$ cat src/rtl/seg7_scan_driver.sv
// Time-multiplexed 7-segment driver: double-buffered BCD/hex word, one digit lit
// per slot with a dead-time cycle, optional hex glyphs and leading-zero blanking.
module seg7_scan_driver #(
  parameter int DIGITS         = 4,
  parameter int CLK_DIV        = 1000,
  parameter int SEG_ACTIVE_LOW = 0,
  parameter int AN_ACTIVE_LOW  = 0
) (
  input  logic                  clk,
  input  logic                  rst,
  input  logic                  load,
  input  logic [4*DIGITS-1:0]   value,
  input  logic [DIGITS-1:0]     dp_in,
  input  logic                  hex_mode,
  input  logic                  blank_lz,
  output logic [6:0]            seg,
  output logic                  dp,
  output logic [DIGITS-1:0]     an,
  output logic                  frame_done
);

  localparam int PW = $clog2(CLK_DIV);
  localparam int IW = (DIGITS > 1) ? $clog2(DIGITS) : 1;
  localparam logic [PW-1:0] PRESC_LAST = PW'(CLK_DIV - 1);
  localparam logic [IW-1:0] IDX_LAST   = IW'(DIGITS - 1);
  localparam logic [6:0]        SEG_POL = (SEG_ACTIVE_LOW != 0) ? 7'h7F : 7'h00;
  localparam logic              DP_POL  = (SEG_ACTIVE_LOW != 0);
  localparam logic [DIGITS-1:0] AN_POL  = (AN_ACTIVE_LOW != 0) ? {DIGITS{1'b1}} : {DIGITS{1'b0}};

  logic [PW-1:0]       presc;
  logic [IW-1:0]       idx;
  logic [4*DIGITS-1:0] pendVal;
  logic [DIGITS-1:0]   pendDp;
  logic                pendFlag;
  logic [4*DIGITS-1:0] dispVal;
  logic [DIGITS-1:0]   dispDp;
  logic                ranFrame;

  logic                slotEnd;
  logic                frameWrap;
  logic [DIGITS-1:0]   lzMask;
  logic                upperZero;
  logic [3:0]          curNib;
  logic                curDp;
  logic                curBlank;
  logic [DIGITS-1:0]   anSel;
  logic [6:0]          segNext;
  logic                dpNext;
  logic [DIGITS-1:0]   anNext;

  function automatic logic [6:0] decode(input logic [3:0] nib, input logic hex);
    logic [6:0] g;
    case (nib)
      4'h0: g = 7'b1111110;
      4'h1: g = 7'b0110000;
      4'h2: g = 7'b1101101;
      4'h3: g = 7'b1111001;
      4'h4: g = 7'b0110011;
      4'h5: g = 7'b1011011;
      4'h6: g = 7'b1011111;
      4'h7: g = 7'b1110000;
      4'h8: g = 7'b1111111;
      4'h9: g = 7'b1111011;
      4'hA: g = hex ? 7'b1110111 : 7'b0000000;
      4'hB: g = hex ? 7'b0011111 : 7'b0000000;
      4'hC: g = hex ? 7'b1001110 : 7'b0000000;
      4'hD: g = hex ? 7'b0111101 : 7'b0000000;
      4'hE: g = hex ? 7'b1001111 : 7'b0000000;
      default: g = hex ? 7'b1000111 : 7'b0000000;
    endcase
    return g;
  endfunction

  assign slotEnd   = (presc == PRESC_LAST);
  assign frameWrap = slotEnd && (idx == IDX_LAST);

  // A digit is blanked when it and every more significant digit are zero.
  always_comb begin
    lzMask    = '0;
    upperZero = 1'b1;
    for (int i = DIGITS - 1; i >= 0; i--) begin
      upperZero = upperZero && (dispVal[i*4 +: 4] == 4'h0);
      lzMask[i] = blank_lz && upperZero && (i != 0);
    end
  end

  always_comb begin
    curNib   = '0;
    curDp    = 1'b0;
    curBlank = 1'b0;
    anSel    = '0;
    for (int i = 0; i < DIGITS; i++) begin
      if (idx == IW'(i)) begin
        curNib   = dispVal[i*4 +: 4];
        curDp    = dispDp[i];
        curBlank = lzMask[i];
        anSel[i] = 1'b1;
      end
    end
    if (presc == '0) begin
      segNext = 7'h00;
      dpNext  = 1'b0;
      anNext  = '0;
    end else begin
      segNext = curBlank ? 7'h00 : decode(curNib, hex_mode);
      dpNext  = curDp;
      anNext  = anSel;
    end
  end

  // Display buffer only changes on the frame-wrap cycle so a frame never tears.
  always_ff @(posedge clk) begin
    if (rst) begin
      presc      <= '0;
      idx        <= '0;
      pendVal    <= '0;
      pendDp     <= '0;
      pendFlag   <= 1'b0;
      dispVal    <= '0;
      dispDp     <= '0;
      ranFrame   <= 1'b0;
      seg        <= SEG_POL;
      dp         <= DP_POL;
      an         <= AN_POL;
      frame_done <= 1'b0;
    end else begin
      presc <= slotEnd ? '0 : presc + 1'b1;
      if (slotEnd) begin
        idx <= (idx == IDX_LAST) ? '0 : idx + 1'b1;
      end
      if (frameWrap) begin
        ranFrame <= 1'b1;
        pendFlag <= 1'b0;
        if (load) begin
          dispVal <= value;
          dispDp  <= dp_in;
        end else if (pendFlag) begin
          dispVal <= pendVal;
          dispDp  <= pendDp;
        end
      end else if (load) begin
        pendVal  <= value;
        pendDp   <= dp_in;
        pendFlag <= 1'b1;
      end
      seg        <= segNext ^ SEG_POL;
      dp         <= dpNext ^ DP_POL;
      an         <= anNext ^ AN_POL;
      frame_done <= (presc == '0) && (idx == '0) && ranFrame;
    end
  end

endmodule
$ cat config.mk
export PLATFORM = sky130hd
export DESIGN_NAME = seg7_scan_driver
export DESIGN_NICKNAME = d
export VERILOG_FILES = /design/src/rtl/seg7_scan_driver.sv
export SDC_FILE = /design/constraint.sdc
export NUM_CORES = 1
export LEC_CHECK = 0
export CORE_MARGIN = 2
export CORE_UTILIZATION = 59
export DETAILED_ROUTE_END_ITERATION = 8
export PLACE_DENSITY = 0.95
export SYNTH_ARGS = -nofsm -noshare
export SYNTH_HDL_FRONTEND = slang
export SYNTH_SLANG_ARGS = --single-unit
$ cat constraint.sdc
create_clock -name clk -period 5.15 [get_ports clk]
set_input_delay 1.03 -clock clk [delete_from_list [all_inputs] [get_ports clk]]
set_output_delay 1.03 -clock clk [all_outputs]
set_load 0.005 [all_outputs]
==> impl_metrics.csv, run 1 <==
group,metric,value,unit
status,outcome,"completed",
place,place_hpwl,4.51,mm
global_routing,grt_start_max_net_pins,50,
clock_network,clk_path_buf_depth,2,
place,port_buffers,37,
floorplan,floorplan.initialDensity,0.601,
worst_setup_path,timing.critical_path.arrival,2990,ps
finish,syn_to_final_growth,18.1,%
worst_setup_path,critical_path_peak_fanout,24,
finish,antenna_cells,0,
floorplan,floorplan.die.width,75.7,um
sta,worst_slack,2400,ps
worst_setup_path,type_of_element_capturing_the_critical_path,"flop",
clock_network,clock_sink_count,67,
floorplan,die-area,5720,um2
synth,netlist_instances,355,
clock_network,post-cts-setup-buffer-count,0,
worst_setup_path,timing.critical_path.from_type,"input pin",
sta,fin_worst_skew,8.68,ps
floorplan,rows,26,
floorplan,area_inside_the_core_boundary,5040,um2
drt,dr.pass1.iters,4,
global_routing,number_of_antenna_violations_at_the_first_check_in_global_routing,0,
synth,synth-warning-count,0,
sta,timing.max_slew.rel_slack,0.312,
sta,min_period_over_period,0.534,
synth,syn-cell-area,3030,um2
clock_network,numCtsBuffers,9,
drt,via_count,2590,
worst_setup_path,cp.required,5390,ps
clock_network,cts_repair_resize_count,0,
power,power_density,282,nW/um2
synth,ys_top_cells_by_count,"dfxtp_1 (67), nand2_1 (52), nor2_1 (44)",
power,power.ir.vdd_worst,0.163,mV
clock_network,cts-htree-levels,3,
synth,synth-edff-count,0,
sta,fin_worst_hold_slack,439,ps
synth,synth_top_cell_area_share,0.443,
drt,drt_via_density,5.68,
drt,route.final.wire_length,6.35,mm
clock_network,tritoncts,"done",
synth,synth-async-reset-ratio,0,
floorplan,die_h,75.7,um
synth,postSynthRegisterBits,67,
drt,antenna_violating_nets_post_route,0,
global_routing,first_pass_grt_wire_length,10.4,mm
finish,fillerInstances,378,
synth,syn_avg_cell_area,8.53,um2
sta,report.final.setup_viol,0,
synth,yosys-top-cells-area,"dfxtp_1 (44%), mux2i_1 (6.9%), nand2_1 (6.4%)",
drt,initialDrtViolationCount,181,
global_routing,globalRoute.totalOverflow,0,
synth,mappedNetlistNets,386,
global_routing,first_global_vias,2335,
sta,timing_max_transition_violations_final,0,
min_path,worst_hold_path_type,"flop to flop",
sta,timing_hold_violations_final,0,
global_routing,grt_usage,0.242,
power,p_leak,0.00134,uW
clock_network,cts_hold_buffers,0,
sta,finalSetupTns,0,ps
drt,post_drt_wl_per_cell,13.9,um
synth,ys_types,45,
sta,setup_repair_after_global_routing_missed_its_margin,"false",
clock_network,ctsRootBufferMaster,"clkbuf_8",
sta,tightestPinTransition,1030,ps
floorplan,io_pins,38,
run,number_of_violations_of_the_max_capacitance_limit,0,
synth,synth_sequential_area_ratio,0.443,
sta,clock.fmax,364,MHz
place,final_gp_congestion,0.917,
synth,yosys.cell_count.top_type,"dfxtp_1",
worst_setup_path,timing_worst_setup_path_type,"input pin to flop",
sta,finalWorstPathRequiredPeriod,2750,ps
synth,yosys.area.top_type,"dfxtp_1",
finish,drive_gt1_frac,0.0699,
finish,finalNetCount,414,
clock_network,cts.reportedPaths.clkPinSlew,60,ps
synth,synth_flop_cell,"dfxtp_1",
clock_network,worst_skew_pair.late_latency,340,ps
place,dp_slack,2090,ps
drt,drcViolationCount,0,
## path summary, 6_finish.rpt
| path | start | end | slack, ps | cells past startpoint |
|---|---|---|---|---|
| hold / removal | ranFrame | frame_done | 440 | 2 |
| hold reg to reg | ranFrame | frame_done | 440 | 2 |
| setup reg to reg | idx[1] | dispDp[3] | 2400 | 7 |
| setup / recovery | load | dispDp[3] | 2400 | 6 |
## through the flow
step / utilization / total power (uW) / area (um2) / cells
6_report: 0.710 / 1010 / 3580 / 456
4_1_cts: 0.710 / 1020 / 3580 / 456
5_1_grt: 0.710 / 1050 / 3580 / 456
3_3_place_gp: 0.676 / 638 / 3410 / 442
2_1_floorplan: - / 597 / 3030 / 355
3_5_place_dp: 0.676 / 641 / 3410 / 442
## placed cells by master (no fill, tap or decap), types with 2 or more instances in the layout
cell type and n:
o21ai_1 2, clkdlybuf4s50_1 37, and2_1 7, xor2_1 4
nor4_1 3, o221ai_1 2, clkbuf_8 11, dfxtp_1 67
ha_1 6, and3_1 2, buf_4 3, nand3b_1 5
nor3_1 6, nand3_1 6, a221o_1 2, inv_1 9
nor2_1 43, nor3b_1 3, nand2_1 52, a211oi_1 24
o211ai_1 2, xnor2_1 6, a21oi_1 31, a31oi_1 2
nor2_2 2, a221oi_2 3, mux2i_1 21, o21ai_0 7
## power breakdown
group	leakage, uW	switching, uW	internal, uW
clock	0.0000843	184	195
sequential	0.000546	7.75	535
combinational	0.000706	41.5	45.0
## worst max-delay path, stage by stage
cell             delay [ps]
clkdlybuf4s50_1         710
nor2_1                  120
nor2_2                  480
buf_4                   360
nor2_1                   80
a211oi_1                220
## cell type report
class	count	area [um2]	share of cell area
Clock inverter	2	12.5	0.00350
Tap cell	70	87.6	0.0245
Clock buffer	12	155	0.0434
Timing Repair Buffer	40	393	0.110
Inverter	9	33.8	0.00944
Sequential cell	67	1340	0.375
Multi-Input combinational cell	256	1560	0.435
## metal layers
| metal | vias to the layer above | wire length, um | global-route usage |
|---|---|---|---|
| met5 | - | 0 | 0 |
| met4 | 0 | 176 | 0.121 |
| met3 | 16 | 266 | 0.0635 |
| met2 | 77 | 3080 | 0.387 |
| met1 | 1203 | 2830 | 0.304 |
| li1 | 1294 | - | - |
## registers in the layout, indices dropped and copies added (netlist names)
| signal | flops |
|---|---|
| dispVal | 16 |
| pendVal | 16 |
| presc | 10 |
| seg | 7 |
| an | 4 |
| dispDp | 4 |
| pendDp | 4 |
| idx | 2 |
| dp | 1 |
| frame_done | 1 |
| pendFlag | 1 |
| ranFrame | 1 |
## logic make-up after synthesis
group	Yosys count	synth area share
AOI/OAI and AO/OA	82	0.183
xor gates and xnor gates	10	0.0289
adders and majority gates	6	0.0248
buffers and inverters	32	0.0446
DFF	67	0.443
muxes	21	0.0694
and+or+nand+nor	137	0.207
Power figures use the tool's default switching activity.
==> run 2: changes to the inputs <==
--- a/config.mk
+++ b/config.mk
@@ -6,9 +6,9 @@
 export NUM_CORES = 1
 export LEC_CHECK = 0
 export CORE_MARGIN = 2
-export CORE_UTILIZATION = 59
+export CORE_UTILIZATION = 55
 export DETAILED_ROUTE_END_ITERATION = 8
-export PLACE_DENSITY = 0.95
+export PLACE_DENSITY = 0.9
 export SYNTH_ARGS = -nofsm -noshare
 export SYNTH_HDL_FRONTEND = slang
 export SYNTH_SLANG_ARGS = --single-unit
==> constraint.sdc (replaced) <==
create_clock -name clk -period 2.9 [get_ports clk]
set_input_delay 0.58 -clock clk [delete_from_list [all_inputs] [get_ports clk]]
set_output_delay 0.58 -clock clk [all_outputs]
set_load 0.005 [all_outputs]
==> impl_metrics.csv, run 2 (same netlist as run 1, synthesis figures left out) <==
group,metric,value,unit
global_routing,first_global_vias,2320,
drt,post_drt_wl_per_cell,13.5,um
status,outcome,"completed",
sta,min_period_over_period,0.841,
finish,syn_to_final_growth,18.8,%
clock_network,clock_sink_count,67,
drt,drt_via_density,5.60,
power,intPower,1340,uW
sta,timing_hold_violations_final,0,
place,place_hpwl,4.37,mm
worst_setup_path,timing.critical_path.from_type,"flop",
drt,via_count,2592,
floorplan,floorplan.initialDensity,0.560,
power,power_density,488,nW/um2
worst_setup_path,cp-startpoint,"idx[1]",
sta,timing_max_transition_violations_final,0,
sta,setup_repair_after_global_routing_missed_its_margin,"false",
worst_setup_path,type_of_element_capturing_the_critical_path,"flop",
drt,dr.pass1.iters,4,
clock_network,tritoncts,"done",
sta,finalSetupTns,0,ps
clock_network,numCtsBuffers,9,
sta,finalWorstPathRequiredPeriod,2440,ps
sta,fin_worst_hold_slack,457,ps
global_routing,globalRoute.totalOverflow,0,
finish,seqCellArea,1340,um2
sta,fin_worst_skew,8.00,ps
floorplan,die-area,6120,um2
worst_setup_path,critPathCapture,"seg[0]",
finish,drive_gt1_frac,0.0793,
finish,finalNetCount,417,
global_routing,grt_usage,0.223,
power,sequential_power_share,0.548,
sta,clock.fmax,410,MHz
worst_setup_path,cp.required,3170,ps
worst_setup_path,ff2ff_setup_slack,460,ps
place,port_buffers,37,
worst_setup_path,cells_on_worst_reg2reg_path,6,
power,p_leak,0.00135,uW
worst_setup_path,timing_worst_setup_path_type,"flop to flop",
finish,fillerInstances,454,
drt,antenna_violating_nets_post_route,0,
clock_network,cts_repair_resize_count,0,
power,power.switching_fraction,0.239,
finish,antenna_cells,0,
finish,layout.cells.most_common_list,"dfxtp_1 (67), nand2_1 (52), nor2_1 (43), clkdlybuf4s50_1 (37), a21oi_1 (31)",
drt,drcViolationCount,0,
floorplan,rows,27,
place,final_gp_congestion,0.871,
sta,tightestPinTransition,681,ps
sta,timing.max_slew.rel_slack,0.546,
sta,report.final.setup_viol,0,
finish,largestRegisters,"dispVal: 16 flops, pendVal: 16 flops, presc: 10 flops",
power,power.ir.vdd_worst,0.380,mV
power,switching_power,420,uW
worst_setup_path,timing.critical_path.arrival,2710,ps
clock_network,clk_path_buf_depth,2,
clock_network,post-cts-setup-buffer-count,0,
floorplan,io_pins,38,
clock_network,cts-htree-levels,3,
global_routing,first_pass_grt_wire_length,10.7,mm
floorplan,die_h,78.2,um
drt,route.final.wire_length,6.23,mm
clock_network,worst_skew_pair.late_latency,340,ps
clock_network,cts.reportedPaths.clkPinSlew,70,ps
global_routing,number_of_antenna_violations_at_the_first_check_in_global_routing,0,
finish,layout_commonest_cell,"dfxtp_1",
floorplan,floorplan.die.width,78.2,um
run,number_of_violations_of_the_max_capacitance_limit,0,
worst_setup_path,r2r_end,"seg[0]",
min_path,worst_hold_path_type,"flop to flop",
global_routing,grt_start_max_net_pins,49,
power,p_comb_frac,0.088,
power,power.clock.fraction,0.364,
worst_setup_path,worstReg2RegStart,"idx[1]",
drt,initialDrtViolationCount,132,
worst_setup_path,critical_path_peak_fanout,19,
clock_network,ctsRootBufferMaster,"clkbuf_8",
finish,area_of_the_multi_input_gates,1560,um2
clock_network,cts_hold_buffers,0,
floorplan,area_inside_the_core_boundary,5410,um2
run 2: metal layers:
layer | GRT usage | share of wire | routed length [um]
met2 | 0.360 | 0.49 | 3050
met1 | 0.280 | 0.45 | 2790
met4 | 0.0947 | 0.018 | 112
met5 | 0 | 0 | 0
met3 | 0.0598 | 0.044 | 275
run 2: through the flow:
step	setup WS (ps)	power [uW]	instances	area (um2)	utilization
after floorplan	817	1060	355	3030	-
after global placement	596	1130	447	3440	0.636
after detailed placement	499	1140	447	3440	0.636
after CTS	470	1780	463	3600	0.666
after global routing	255	1830	463	3600	0.666
final	460	1760	463	3600	0.666
run 2: worst min-delay path by stage:
stage                           from         end  slack (ps)  depth (start not counted)
final                     pendVal[8]  pendVal[8]         460                          2
after global routing       pendDp[3]   pendDp[3]         470                          2
after CTS                  pendDp[2]   pendDp[2]         460                          2
after detailed placement   pendDp[2]   pendDp[2]         450                          2
after global placement      ranFrame  frame_done         440                          2
after floorplan             ranFrame  frame_done         410                          2
run 2: critical path, stage by stage, from the launching register on:
cell	delay [ps]
dfxtp_1	370
ha_1	610
a211oi_1	160
a221oi_2	540
nor2_2	150
or3_1	410
a21oi_2	140
run 2: power groups by stage:
| stage | Clock (uW) | Combinational (uW) | Sequential (uW) |
|---|---|---|---|
| 4_1_cts | 658 | 155 | 963 |
| 6_report | 639 | 154 | 963 |
| 5_1_grt | 694 | 170 | 966 |
| 3_5_place_dp | 0 | 155 | 984 |
| 3_3_place_gp | 0 | 149 | 983 |
| 2_1_floorplan | 0 | 77.5 | 983 |
run 2: layout make-up:
| class | count | share of cell area |
|---|---|---|
| multi-input cells | 256 | 0.432 |
| flip-flops and latches | 67 | 0.373 |
| repair buffers | 43 | 0.115 |
| clock buffers | 11 | 0.0365 |
| well taps | 72 | 0.0250 |
| inverters | 9 | 0.00939 |
| clock inverters | 5 | 0.00835 |
